`src/rtl/rom_frame_streamer_pkg.sv`:
```
`default_nettype none
// ----------------------------------------------------------------------------
// rom_frame_streamer_pkg : shared FSM type and default sizes (rev 1.0)
// ----------------------------------------------------------------------------
package rom_frame_streamer_pkg;

   localparam int DEFAULT_DATA_W = 24;
   localparam int DEFAULT_ADDR_W = 13;
   localparam int DEFAULT_DEPTH  = 4800;
   localparam int FRAME_CNT_W    = 16;

   typedef enum logic [1:0] {
      ST_IDLE  = 2'd0,
      ST_RUN   = 2'd1,
      ST_DRAIN = 2'd2,
      ST_FIN   = 2'd3
   } state_e;

endpackage
`default_nettype wire

```
`src/rtl/rom_frame_streamer_skid_buffer2.sv`:
```
`default_nettype none
// ----------------------------------------------------------------------------
// skid_buffer2 : two-entry in-order buffer, entry 0 is always the head (rev 1.0)
// ----------------------------------------------------------------------------
module skid_buffer2 import rom_frame_streamer_pkg::*; #(
   parameter int DATA_W = DEFAULT_DATA_W
) (
   input  logic              clk,
   input  logic              rst,
   input  logic              push,
   input  logic [DATA_W-1:0] push_data,
   input  logic              pop,
   output logic [DATA_W-1:0] head,
   output logic [1:0]        occ
);

   logic [DATA_W-1:0] ent0_q, ent0_d;
   logic [DATA_W-1:0] ent1_q, ent1_d;
   logic [1:0]        occ_q, occ_d;
   logic              do_pop;

   always_comb begin
      ent0_d = ent0_q;
      ent1_d = ent1_q;
      occ_d  = occ_q;
      do_pop = pop && (occ_q != 2'd0);
      case ({push, do_pop})
         2'b10: begin
            if (occ_q != 2'd2) begin
               if (occ_q == 2'd0) ent0_d = push_data;
               else               ent1_d = push_data;
               occ_d = occ_q + 2'd1;
            end
         end
         2'b01: begin
            ent0_d = ent1_q;
            occ_d  = occ_q - 2'd1;
         end
         2'b11: begin
            // Simultaneous push/pop keeps occupancy; the new word lands behind any survivor.
            if (occ_q == 2'd1) begin
               ent0_d = push_data;
            end else begin
               ent0_d = ent1_q;
               ent1_d = push_data;
            end
         end
         default: ;
      endcase
   end

   always_ff @(posedge clk or negedge rst) begin
      if (!rst) begin
         ent0_q <= '0;
         ent1_q <= '0;
         occ_q  <= 2'd0;
      end else begin
         ent0_q <= ent0_d;
         ent1_q <= ent1_d;
         occ_q  <= occ_d;
      end
   end

   assign head = ent0_q;
   assign occ  = occ_q;

endmodule
`default_nettype wire

```
`src/rtl/rom_frame_streamer.sv`:
```
`default_nettype none
// ----------------------------------------------------------------------------
// rom_frame_streamer : streams a wrapped ROM address window into a FIFO (rev 1.0)
// ----------------------------------------------------------------------------
module rom_frame_streamer import rom_frame_streamer_pkg::*; #(
   parameter int DATA_W = DEFAULT_DATA_W,
   parameter int ADDR_W = DEFAULT_ADDR_W,
   parameter int DEPTH  = DEFAULT_DEPTH
) (
   input  logic                   clk,
   input  logic                   rst,
   input  logic                   start,
   input  logic                   loop_en,
   input  logic                   abort,
   input  logic [ADDR_W-1:0]      base_addr,
   input  logic [ADDR_W-1:0]      frame_len,
   output logic [ADDR_W-1:0]      rom_addr,
   input  logic [DATA_W-1:0]      rom_data,
   input  logic                   fifo_full,
   output logic                   wen,
   output logic [DATA_W-1:0]      data_out,
   output logic                   busy,
   output logic                   done,
   output logic [FRAME_CNT_W-1:0] frame_cnt
);

   localparam logic [ADDR_W-1:0] LAST_ADDR = ADDR_W'(DEPTH - 1);

   state_e                 state_q, state_d;
   logic [ADDR_W-1:0]      addr_q, addr_d;
   logic [ADDR_W-1:0]      base_q, base_d;
   logic [ADDR_W-1:0]      len_q, len_d;
   logic [ADDR_W-1:0]      issued_q, issued_d;
   logic                   inflight_q, inflight_d;
   logic                   aborted_q, aborted_d;
   logic [FRAME_CNT_W-1:0] frame_cnt_q, frame_cnt_d;

   logic       rom_rd;
   logic       pop;
   logic       reads_left;
   logic [1:0] occ;
   logic [2:0] pending;

   // Words that will occupy the buffer next cycle if nothing new is issued.
   assign pending    = 3'(occ) + 3'(inflight_q) - 3'(pop);
   assign reads_left = (issued_q != len_q);
   assign rom_rd     = (state_q == ST_RUN) && !abort && reads_left && (pending < 3'd2);
   assign wen        = (occ != 2'd0) && !fifo_full;
   assign pop        = wen;

   always_comb begin
      state_d     = state_q;
      addr_d      = addr_q;
      base_d      = base_q;
      len_d       = len_q;
      issued_d    = issued_q;
      inflight_d  = rom_rd;
      aborted_d   = aborted_q;
      frame_cnt_d = frame_cnt_q;

      if (rom_rd) begin
         addr_d   = (addr_q == LAST_ADDR) ? '0 : addr_q + ADDR_W'(1);
         issued_d = issued_q + ADDR_W'(1);
      end

      case (state_q)
         ST_IDLE: begin
            if (start && !abort) begin
               state_d   = ST_RUN;
               base_d    = base_addr;
               len_d     = frame_len;
               addr_d    = base_addr;
               issued_d  = '0;
               aborted_d = 1'b0;
            end
         end
         ST_RUN: begin
            if (abort) begin
               state_d   = ST_DRAIN;
               aborted_d = 1'b1;
            end else if (!reads_left || (rom_rd && (issued_q + ADDR_W'(1) == len_q))) begin
               state_d = ST_DRAIN;
            end
         end
         ST_DRAIN: begin
            if ((occ == 2'd0) && !inflight_q) begin
               state_d = aborted_q ? ST_IDLE : ST_FIN;
            end
         end
         ST_FIN: begin
            frame_cnt_d = frame_cnt_q + FRAME_CNT_W'(1);
            if (loop_en && !abort) begin
               state_d  = ST_RUN;
               addr_d   = base_q;
               issued_d = '0;
            end else begin
               state_d = ST_IDLE;
            end
         end
         default: state_d = ST_IDLE;
      endcase
   end

   always_ff @(posedge clk or negedge rst) begin
      if (!rst) begin
         state_q     <= ST_IDLE;
         addr_q      <= '0;
         base_q      <= '0;
         len_q       <= '0;
         issued_q    <= '0;
         inflight_q  <= 1'b0;
         aborted_q   <= 1'b0;
         frame_cnt_q <= '0;
      end else begin
         state_q     <= state_d;
         addr_q      <= addr_d;
         base_q      <= base_d;
         len_q       <= len_d;
         issued_q    <= issued_d;
         inflight_q  <= inflight_d;
         aborted_q   <= aborted_d;
         frame_cnt_q <= frame_cnt_d;
      end
   end

   skid_buffer2 #(
      .DATA_W (DATA_W)
   ) u_skid (
      .clk       (clk),
      .rst       (rst),
      .push      (inflight_q),
      .push_data (rom_data),
      .pop       (pop),
      .head      (data_out),
      .occ       (occ)
   );

   assign rom_addr  = addr_q;
   assign busy      = (state_q != ST_IDLE);
   assign done      = (state_q == ST_FIN);
   assign frame_cnt = frame_cnt_q;

endmodule
`default_nettype wire

```
`config.mk`:
```
export PLATFORM = sky130hd
export DESIGN_NAME = rom_frame_streamer
export DESIGN_NICKNAME = d
export VERILOG_FILES = /design/src/rtl/rom_frame_streamer_pkg.sv /design/src/rtl/rom_frame_streamer_skid_buffer2.sv /design/src/rtl/rom_frame_streamer.sv
export SDC_FILE = /design/constraint.sdc
export NUM_CORES = 1
export LEC_CHECK = 0
export ABC_AREA = 1
export CAP_MARGIN = 20
export CORE_ASPECT_RATIO = 1.25
export CORE_MARGIN = 4
export CORE_UTILIZATION = 35
export DETAILED_ROUTE_END_ITERATION = 16
export PLACE_DENSITY = 0.65
export SETUP_SLACK_MARGIN = 0.05
export SYNTH_ARGS = -nofsm -noshare
export SYNTH_HDL_FRONTEND = slang
export SYNTH_HIERARCHICAL = 1
export SYNTH_SLANG_ARGS = --single-unit
export TNS_END_PERCENT = 20
```
`constraint.sdc`:
```
create_clock -name clk -period 4.4 [get_ports clk]
set_clock_uncertainty 0.1 [all_clocks]
set_input_delay 0.88 -clock clk [delete_from_list [all_inputs] [get_ports clk]]
set_output_delay 0.88 -clock clk [all_outputs]
set_load 0.02 [all_outputs]
```
== Word level (Yosys, flattened, before mapping) ==
Index checks and enable logic that the tools add are counted.
Word-level totals
  word-level logic and storage cells: 95
  register bits after elaboration: 122
  input bits: 56
  output and inout bits: 56
Cells by class
  add/subtract/negate cells: 7
  eq/ne operators: 19
  reductions and logical operators: 28
  mux-type cells: 29
  magnitude comparators: 1
Operators by type and width (number)
  $mux 24: 6
  $mux 13: 7
  $pmux 24 s3: 1
  $pmux 13 s2: 2
  $pmux 24 s2: 1
  $add 13x1->13 const B: 2
  $add 16x1->16 const B: 1
  $ne 2x2->1 const B: 7
  $eq 13x13->1: 1
  $eq 13x13->1 const B: 1
  $ne 13x13->1: 1
  $mux 2: 6
  $reduce_bool 2->1: 5
  $logic_and 1x1->1: 9
  $reduce_and 3->1: 3
  $eq 2x2->1 const B: 4
  $pmux 2 s4: 1
  $eq 2x1->1 const B: 3
  $logic_not 1->1: 4
  $logic_not 2->1: 2
  $pmux 2 s2: 1
  $reduce_and 2->1: 2
  $reduce_and 4->1: 1
  $add 2x1->3: 1
  10 further kinds: 12

== Depth between registers and ports, before layout ==
Gate-level depths: netlist (run 1).
  word-level depth: 10
  depth in mapped cells: 18
  gate-level depth less buffers: 18

== Hierarchy ==
Netlist (run 1), hierarchy kept.
By module, submodules not included
  rom_frame_streamer: cells each 551, times used 1, area an instance 4137.7 µm², seq. area each 1801.7 µm²
  skid_buffer2: cells each 338, times used 1, area an instance 2566.2 µm², seq. area each 1251.2 µm²

== Worst setup path after synthesis (run 1) ==
No wires, ideal clock.
  kind: input to register
  from: in fifo_full
  to: reg addr_q[9], in the netlist rom_addr[9]
  required time: 4183 ps
  arrival: 3384 ps
  setup slack: 799 ps
  stages: 14
  setup time: 117 ps
  buffers on the path: 1
  cell sequence: a21oi_1 ha_1 inv_1 nand2_1 fa_1 inv_1 nor2_1 nor3b_1 nand3_2 buf_6 nor3_1 nand3_1 nand3_1 nand2_1
Between the ends
  word-level cells in the longest chain between the ends: 8
  elaborated cells on any way between the ends: 9
  classes of those cells: add/sub: 1; order compare: 1; mux: 4; reduce/logical: 3
Ends and longest elaborated chain
  from (decl): RTL line rom_frame_streamer.sv:19  | input logic fifo_full,
  $logic_not 1->1 (*): RTL line rom_frame_streamer.sv:48  | assign wen = (occ != 2'd0) && !fifo_full;
  $logic_and 1x1->1 (*): RTL line rom_frame_streamer.sv:48
  $sub 3x1->3 (*): RTL line rom_frame_streamer.sv:45  | assign pending = 3'(occ) + 3'(inflight_q) - 3'(pop);
  $lt 3x2->1 (*): RTL line rom_frame_streamer.sv:47  | assign rom_rd = (state_q == ST_RUN) && !abort && reads_left && (pending < 3'd2);
  $logic_and 1x1->1 (*): RTL line rom_frame_streamer.sv:47
  $mux 13 (*): RTL line rom_frame_streamer.sv:61  | if (rom_rd) begin
  $mux 13 (on tied branches): RTL line rom_frame_streamer.sv:92, rom_frame_streamer.sv:68
  $pmux 13 s2 (*): RTL line rom_frame_streamer.sv:66  | case (state_q)
  net addr_d[9]: RTL line rom_frame_streamer.sv:30  | logic [ADDR_W-1:0] addr_q, addr_d;
  to (signal assigned): RTL line rom_frame_streamer.sv:116  | addr_q <= addr_d;
  to (decl): RTL line rom_frame_streamer.sv:30
Mark *: on every way through the listed nets, which the timed path passes. The rest lies on a longest branch.
A chain may end at the register's enable or synchronous reset.

== Worst setup path after layout (run 1) ==
  from: in fifo_full
  to: reg issued_q[2]
Between the ends
  word-level cells in the longest chain between the ends: 8
  elaborated cells on any way between the ends: 9
  classes of those cells: add/sub: 1; order compare: 1; mux: 4; reduce/logical: 3
Ends and longest elaborated chain
  $logic_not 1->1 (*): RTL line rom_frame_streamer.sv:48
  $logic_and 1x1->1 (*): RTL line rom_frame_streamer.sv:48
  $sub 3x1->3 (*): RTL line rom_frame_streamer.sv:45
  $lt 3x2->1 (*): RTL line rom_frame_streamer.sv:47
  $logic_and 1x1->1 (*): RTL line rom_frame_streamer.sv:47
  $mux 13 (*): RTL line rom_frame_streamer.sv:61
  $mux 13 (on tied branches): RTL line rom_frame_streamer.sv:92, rom_frame_streamer.sv:68
  $pmux 13 s2 (*): RTL line rom_frame_streamer.sv:66
  net issued_d[2]: RTL line rom_frame_streamer.sv:33  | logic [ADDR_W-1:0] issued_q, issued_d;
  to (signal assigned): RTL line rom_frame_streamer.sv:119  | issued_q <= issued_d;
  to (decl): RTL line rom_frame_streamer.sv:33
Marks and branches as above.

==> parameters.txt, run 1 <==
Parameter                              Value

Clocking
  Post-CTS Resized    0
  Reg clk slew, reported paths    0.06 ns
  Total clock buffers created by CTS    17
  Setup Buffers After CTS    0
  Clock Root Buffer    sky130_fd_sc_hd__clkbuf_16
  # H-tree levels    4
  Max Root-Sink Buffers    2
  Number of clock sinks    122
  TritonCTS clock tree    yes
  Hold-fix buffers at CTS    0
  Clock Latency Late Sink    0.41 ns

Global routing
  Initial antenna violation count    0
  Vias in the first global route    5653
  Sum of overflow across all layers after global routing    0
  Total Routing Usage GR    15.70%
  Maximum number of pins on one net before global-route repair    72
  Wire length of the first global-routing pass    27.46 mm

Worst hold path
  Class of the worst hold path    flop to flop

Die
  Die X-Extent    131.8 um
  Starting density of the core    35.70%
  Number of top-level design ports    112
  Overall die height    162.7 um
  Row count    56
  Overall die area    21450 um2
  Standard cell core area    18780 um2

Placed design
  Final GP Congestion    0.8605
  HPWL after DPL    11.38 mm
  Buffers added on ports    111

Run status
  Outcome    finished clean

Yosys
  Per-instance average area after synthesis    7.541 um2
  Cell count after synthesis    889
  Netlist area before placement    6704 um2
  Syn. warnings    6
  Netlist cell types    38
  Post-synth net total    957
  Sequential area share after synthesis    45.54%
  Yosys reg bits    122

Timing
  Setup Total Neg Slack    0 ns
  Maximum clock frequency    0.2816 GHz
  Max-slew violation count    0
  Worst Hold Slack    0.3683 ns
  Setup-failing EPs final    0
  Tightest slew margin relative to the limit    38.32%
  Setup repair after global routing missed its margin    no
  Hold Violations, Final    0
  Slew at the pin with the worst max-slew slack    0.9252 ns
  Portion of the clock cycle consumed by the worst path in the final layout    80.72%
  Period minus WS final    3.552 ns

Power and ir drop
  Leakage    0.004267 uW
  PwrDens    663.1 nW/um2
  Peak VDD IR    0.2637 mV

Route
  Starting DRC count in detailed routing    281
  Detailed-route vias per instance    4.710
  Number of vias after detailed routing    5854
  Detailed Routing Iterations Pass 1    5
  Number of antenna-violating nets in the routed design    0
  DRC violation count after routing    0
  WL/cell    12.93 um
  Total Wirelength    16.08 mm

Layout
  Diodes inserted    0
  Commonest non-fill, non-tap cell in the layout    sky130_fd_sc_hd__nand2_1
  Net count, final    1067
  Synth-to-Final Area Change    28.98%
  Leading cell types in the layout, fill and taps excluded    sky130_fd_sc_hd__nand2_1 (262), sky130_fd_sc_hd__inv_1 (159), sky130_fd_sc_hd__dfrtp_1 (122)
  Ratio of cells with drive above 1 in the final layout    7.023%

Critical path
  Critical path launch point type    input port
  Max incr delay on CP    0.43 ns
  Required @ worst endpoint    4.60 ns
  Cell chain of the critical path    clkdlybuf4s50_1, a21oi_1, ha_1, inv_1, nand2_1, fa_1, inv_1, nor2_1, nor3b_1, nand3_2, inv_4, nand2_1, o21ai_0, a21oi_1
  Crit. End Element    flop
  Cell type of the slowest stage on the worst timing path    sky130_fd_sc_hd__clkdlybuf4s50_1
  Worst Path Class, Setup    input port to flop
  Arrival @ worst endpoint    3.75 ns
  Maximum fanout along the worst path    17

Run
  Number of max-cap violations    0
[power breakdown]
part / internal (uW) / total, uW / switching (uW)
sequential: 1560 / 1860 / 302
clock: 1080 / 1580 / 499
combinational: 897 / 2300 / 1400
total: 3530 / 5730 / 2200
[per-layer routing]
| metal | share of wire [%] | GRT usage, % | vias to the layer above | wire, um |
|---|---|---|---|---|
| met3 | 4.5 | 3.214 | 30 | 731 |
| met1 | 46 | 20.04 | 2691 | 7374 |
| met4 | 2.1 | 6.495 | 0 | 342 |
| li1 | - | - | 2970 | - |
| met2 | 47 | 26.14 | 163 | 7629 |
| met5 | 0 | 0 | - | 0 |
[critical path: cells and delay by family]
kind                       cells  cell delay (ns)
adders and majority gates      2             0.65
and+or+nand+nor                5             0.92
buffers and inverters          4             0.83
AOI/OAI and AO/OA              3             0.45
[area by class of cell]
class,count,area [um2]
Fill cell,1856,10130
Sequential cell,122,3053
Multi-Input combinational cell,574,2846
Timing Repair Buffer,117,1166
Inverter,167,629.4
Clock buffer,24,501.7
Tap cell,232,290.3
Clock inverter,7,160.2
[cell usage after synthesis, drive strengths merged]
library cell  number  area share, %
inv              167            9.4
o21a               1           0.11
dfrtp            122             46
xnor2              8            1.0
fa                 1           0.30
ha                11            2.1
nor3b              2           0.30
nor4               1          0.093
nand3             82            6.3
buf               15            2.1
a21oi             12           0.90
a22o               2           0.26
nor2              45            3.0
o31ai              1           0.11
o211ai             1           0.11
a31oi              3           0.28
nand4              7           0.65
nor3              12            1.0
o21ai             90            6.8
a21o               1           0.11
xor2              21            2.7
nand2            272             16
clkbuf            11           0.62
o21bai             1           0.11
[flip-flops by register name (all words and copies together) (netlist names)]
| name | flops |
|---|---|
| u_skid/ent1_q | 24 |
| u_skid/head | 24 |
| frame_cnt | 16 |
| base_q | 13 |
| issued_q | 13 |
| len_q | 13 |
| rom_addr | 13 |
| state_q | 2 |
| u_skid/occ | 2 |
| aborted_q | 1 |
| inflight_q | 1 |
[final timing paths]
kind                                               start                            end  slack [ns]  cells after the start
hold reg to reg            u_skid/ent1_q[12]$_DFFE_PN0P_  u_skid/ent1_q[12]$_DFFE_PN0P_        0.37                      2
min in group asynchronous                            rst    u_skid/head[16]$_DFFE_PN0P_        0.50                      1
setup reg to reg               u_skid/occ[1]$_DFFE_PN0P_          issued_q[2]$_DFF_PN0_        1.15                     14
hold / removal             u_skid/ent1_q[12]$_DFFE_PN0P_  u_skid/ent1_q[12]$_DFFE_PN0P_        0.37                      2
max in group asynchronous                            rst          base_q[6]$_DFFE_PN0P_        2.89                      2
setup / recovery                               fifo_full          issued_q[2]$_DFF_PN0_        0.85                     14
[logic make-up (layout without fill, tap and decap cells)]
family	count (synthesis)	in the layout	synth area share, %
buffers and inverters	193	315	12.11
DFF	122	122	45.54
adders and majority gates	12	12	2.352
AOI/OAI and AO/OA	112	112	8.828
xor gates and xnor gates	29	29	3.789
and+or+nand+nor	421	421	27.38
[metrics by stage]
stage          setup slack [ns]  cells  instance area [um2]  total power [uW]  utilization [%]
4_1_cts                  0.8401   1243                 8647              5804            46.05
3_3_place_gp             0.4929   1212                 7985              4150            42.52
6_report                 0.8485   1243                 8647              5734            46.05
2_1_floorplan            0.7985    889                 6704              3404                -
5_1_grt                  0.5726   1243                 8647              6215            46.05
3_5_place_dp             0.3930   1212                 7985              4191            42.52
Power figures use the tool's default switching activity.
==> run 2, diff against run 1 <==
- clock period: 4.4 -> 3.35 ns (I/O delays scaled with it)
==> parameters.txt, run 2 (synthesis gave the netlist of run 1 again) <==
Parameter                              Value

Timing
  Setup repair after global routing missed its margin    no
  Hold Violations, Final    0
  Worst Hold Slack    0.2473 ns
  Max-slew violation count    0
  Maximum clock frequency    0.3269 GHz
  Tightest slew margin relative to the limit    47.73%
  Setup-failing EPs final    0
  Slew at the pin with the worst max-slew slack    0.7840 ns
  Period minus WS final    3.059 ns
  Portion of the clock cycle consumed by the worst path in the final layout    91.32%

Clocking
  Number of clock sinks    122
  Clock Latency Late Sink    0.41 ns
  Max Root-Sink Buffers    2
  Clock Root Buffer    sky130_fd_sc_hd__clkbuf_16
  Setup Buffers After CTS    0
  Hold-fix buffers at CTS    0
  Reg clk slew, reported paths    0.05 ns
  TritonCTS clock tree    yes
  # H-tree levels    4
  Total clock buffers created by CTS    17

Worst hold path
  Class of the worst hold path    input port to async pin

Global routing
  GR Layer Usage met3    3.925%
  GR met2 Demand/Resource    26.96%
  Maximum number of pins on one net before global-route repair    59
  Met1 global-route usage    20.34%
  Total Routing Usage GR    16.13%
  Sum of overflow across all layers after global routing    0
  Initial antenna violation count    0
  Global route hottest layer    met2
  Vias in the first global route    5897
  Wire length of the first global-routing pass    28.15 mm

Die
  Overall die area    21450 um2
  Starting density of the core    35.70%
  Overall die height    162.7 um
  Number of top-level design ports    112
  Standard cell core area    18780 um2
  Die X-Extent    131.8 um
  Row count    56

Placed design
  HPWL after DPL    11.97 mm
  Final GP Congestion    0.8906
  Buffers added on ports    111
  Area of placed instances    8104 um2

Layout
  Diodes inserted    0
  Area of all placed cells without fillers    8787 um2
  Synth-to-Final Area Change    31.08%
  Ratio of cells with drive above 1 in the final layout    8.666%
  Leading cell types in the layout, fill and taps excluded    sky130_fd_sc_hd__nand2_1 (262), sky130_fd_sc_hd__inv_1 (159), sky130_fd_sc_hd__dfrtp_1 (121)
  Commonest non-fill, non-tap cell in the layout    sky130_fd_sc_hd__nand2_1
  Net count, final    1083

Power and ir drop
  P_int    4800 uW
  Clock group share of total power    27.3%
  Peak VDD IR    0.3737 mV
  PwrDens    880.5 nW/um2
  Leakage    0.004344 uW
  Sequential share of power    31.7%
  Fraction of power consumed by combinational cells    41.0%
  Psw    2937 uW
  Sw Share    37.96%

Run status
  Outcome    finished clean

Critical path
  Critical path launch point type    input port
  Maximum fanout along the worst path    12
  Arrival @ worst endpoint    3.29 ns
  Worst Path Class, Setup    input port to flop
  Required @ worst endpoint    3.58 ns
  Crit. End Element    flop

Route
  WL/cell    13.03 um
  Detailed-route vias per instance    4.689
  Starting DRC count in detailed routing    231
  Total Wirelength    16.41 mm
  Detailed Routing Iterations Pass 1    4
  DRC violation count after routing    0
  Number of vias after detailed routing    5904
  Number of antenna-violating nets in the routed design    0

Run
  Number of max-cap violations    0
-- run 2: critical path: stages --
cell                              delay [ns]
sky130_fd_sc_hd__clkdlybuf4s50_1        0.50
sky130_fd_sc_hd__a21oi_2                0.05
sky130_fd_sc_hd__ha_1                   0.28
sky130_fd_sc_hd__inv_1                  0.05
sky130_fd_sc_hd__nand2_1                0.05
sky130_fd_sc_hd__fa_1                   0.39
sky130_fd_sc_hd__inv_1                  0.06
sky130_fd_sc_hd__nor2_1                 0.03
sky130_fd_sc_hd__nor3b_1                0.25
sky130_fd_sc_hd__buf_4                  0.17
sky130_fd_sc_hd__nand3_2                0.09
sky130_fd_sc_hd__buf_4                  0.17
sky130_fd_sc_hd__inv_4                  0.14
sky130_fd_sc_hd__buf_4                  0.17
sky130_fd_sc_hd__o21ai_1                0.06
sky130_fd_sc_hd__a21oi_1                0.13
-- run 2: cell type report --
cell class | count | area (um2)
Fill cell | 1895 | 9991
Sequential cell | 122 | 3054
Multi-Input combinational cell | 574 | 2863
Timing Repair Buffer | 133 | 1274
Inverter | 167 | 629.4
Clock buffer | 24 | 491.7
Tap cell | 232 | 290.3
Clock inverter | 7 | 185.2
-- run 2: repair_timing --
action / 4_1_cts / 5_1_grt
gates resized for setup: 0 / 2
endpoints found under the hold margin: 0 / 0
setup endpoints to repair: 0 / 1
-- run 2: power groups by stage --
stage	registers (uW)	logic [uW]	clock network, uW
after floorplan	2660	1810	0
after global placement	2460	3140	0
after detailed placement	2470	3200	0
after CTS	2450	3220	2170
after global routing	2540	3600	2230
final	2450	3170	2110
-- run 2: path summary, 6_finish.rpt --
path / start / endpoint / slack [ns] / cells after the start
worst max-delay path: fifo_full / issued_q[6]$_DFF_PN0_ / 0.29 / 16
worst min-delay path: rst / u_skid/head[13]$_DFFE_PN0P_ / 0.25 / 1
worst max register to register: u_skid/occ[0]$_DFFE_PN0P_ / issued_q[6]$_DFF_PN0_ / 0.45 / 16
worst min register to register: u_skid/ent1_q[0]$_DFFE_PN0P_ / u_skid/ent1_q[0]$_DFFE_PN0P_ / 0.37 / 2
max in group asynchronous: rst / inflight_q$_DFF_PN0_ / 2.19 / 2
min in group clk: u_skid/ent1_q[0]$_DFFE_PN0P_ / u_skid/ent1_q[0]$_DFFE_PN0P_ / 0.37 / 2
-- run 2: layer usage --
| layer | wire length (um) | part of all wire [%] |
|---|---|---|
| met5 | 0 | 0 |
| met3 | 745 | 4.5 |
| met1 | 7453 | 45 |
| met2 | 7893 | 48 |
| met4 | 313 | 1.9 |
-- run 2: stage by stage --
| step | setup WS, ns | std cells | utilization [%] | TNS, ns | power [uW] |
|---|---|---|---|---|---|
| after global routing | 0.09447 | 1259 | 46.79 | 0 | 8365 |
| final | 0.2909 | 1259 | 46.79 | 0 | 7737 |
| after global placement | -0.1051 | 1228 | 43.16 | -1.117 | 5602 |
| after detailed placement | -0.1527 | 1228 | 43.16 | -2.578 | 5671 |
| after CTS | 0.2706 | 1259 | 46.76 | 0 | 7840 |
| after floorplan | 0.2343 | 889 | - | 0 | 4475 |
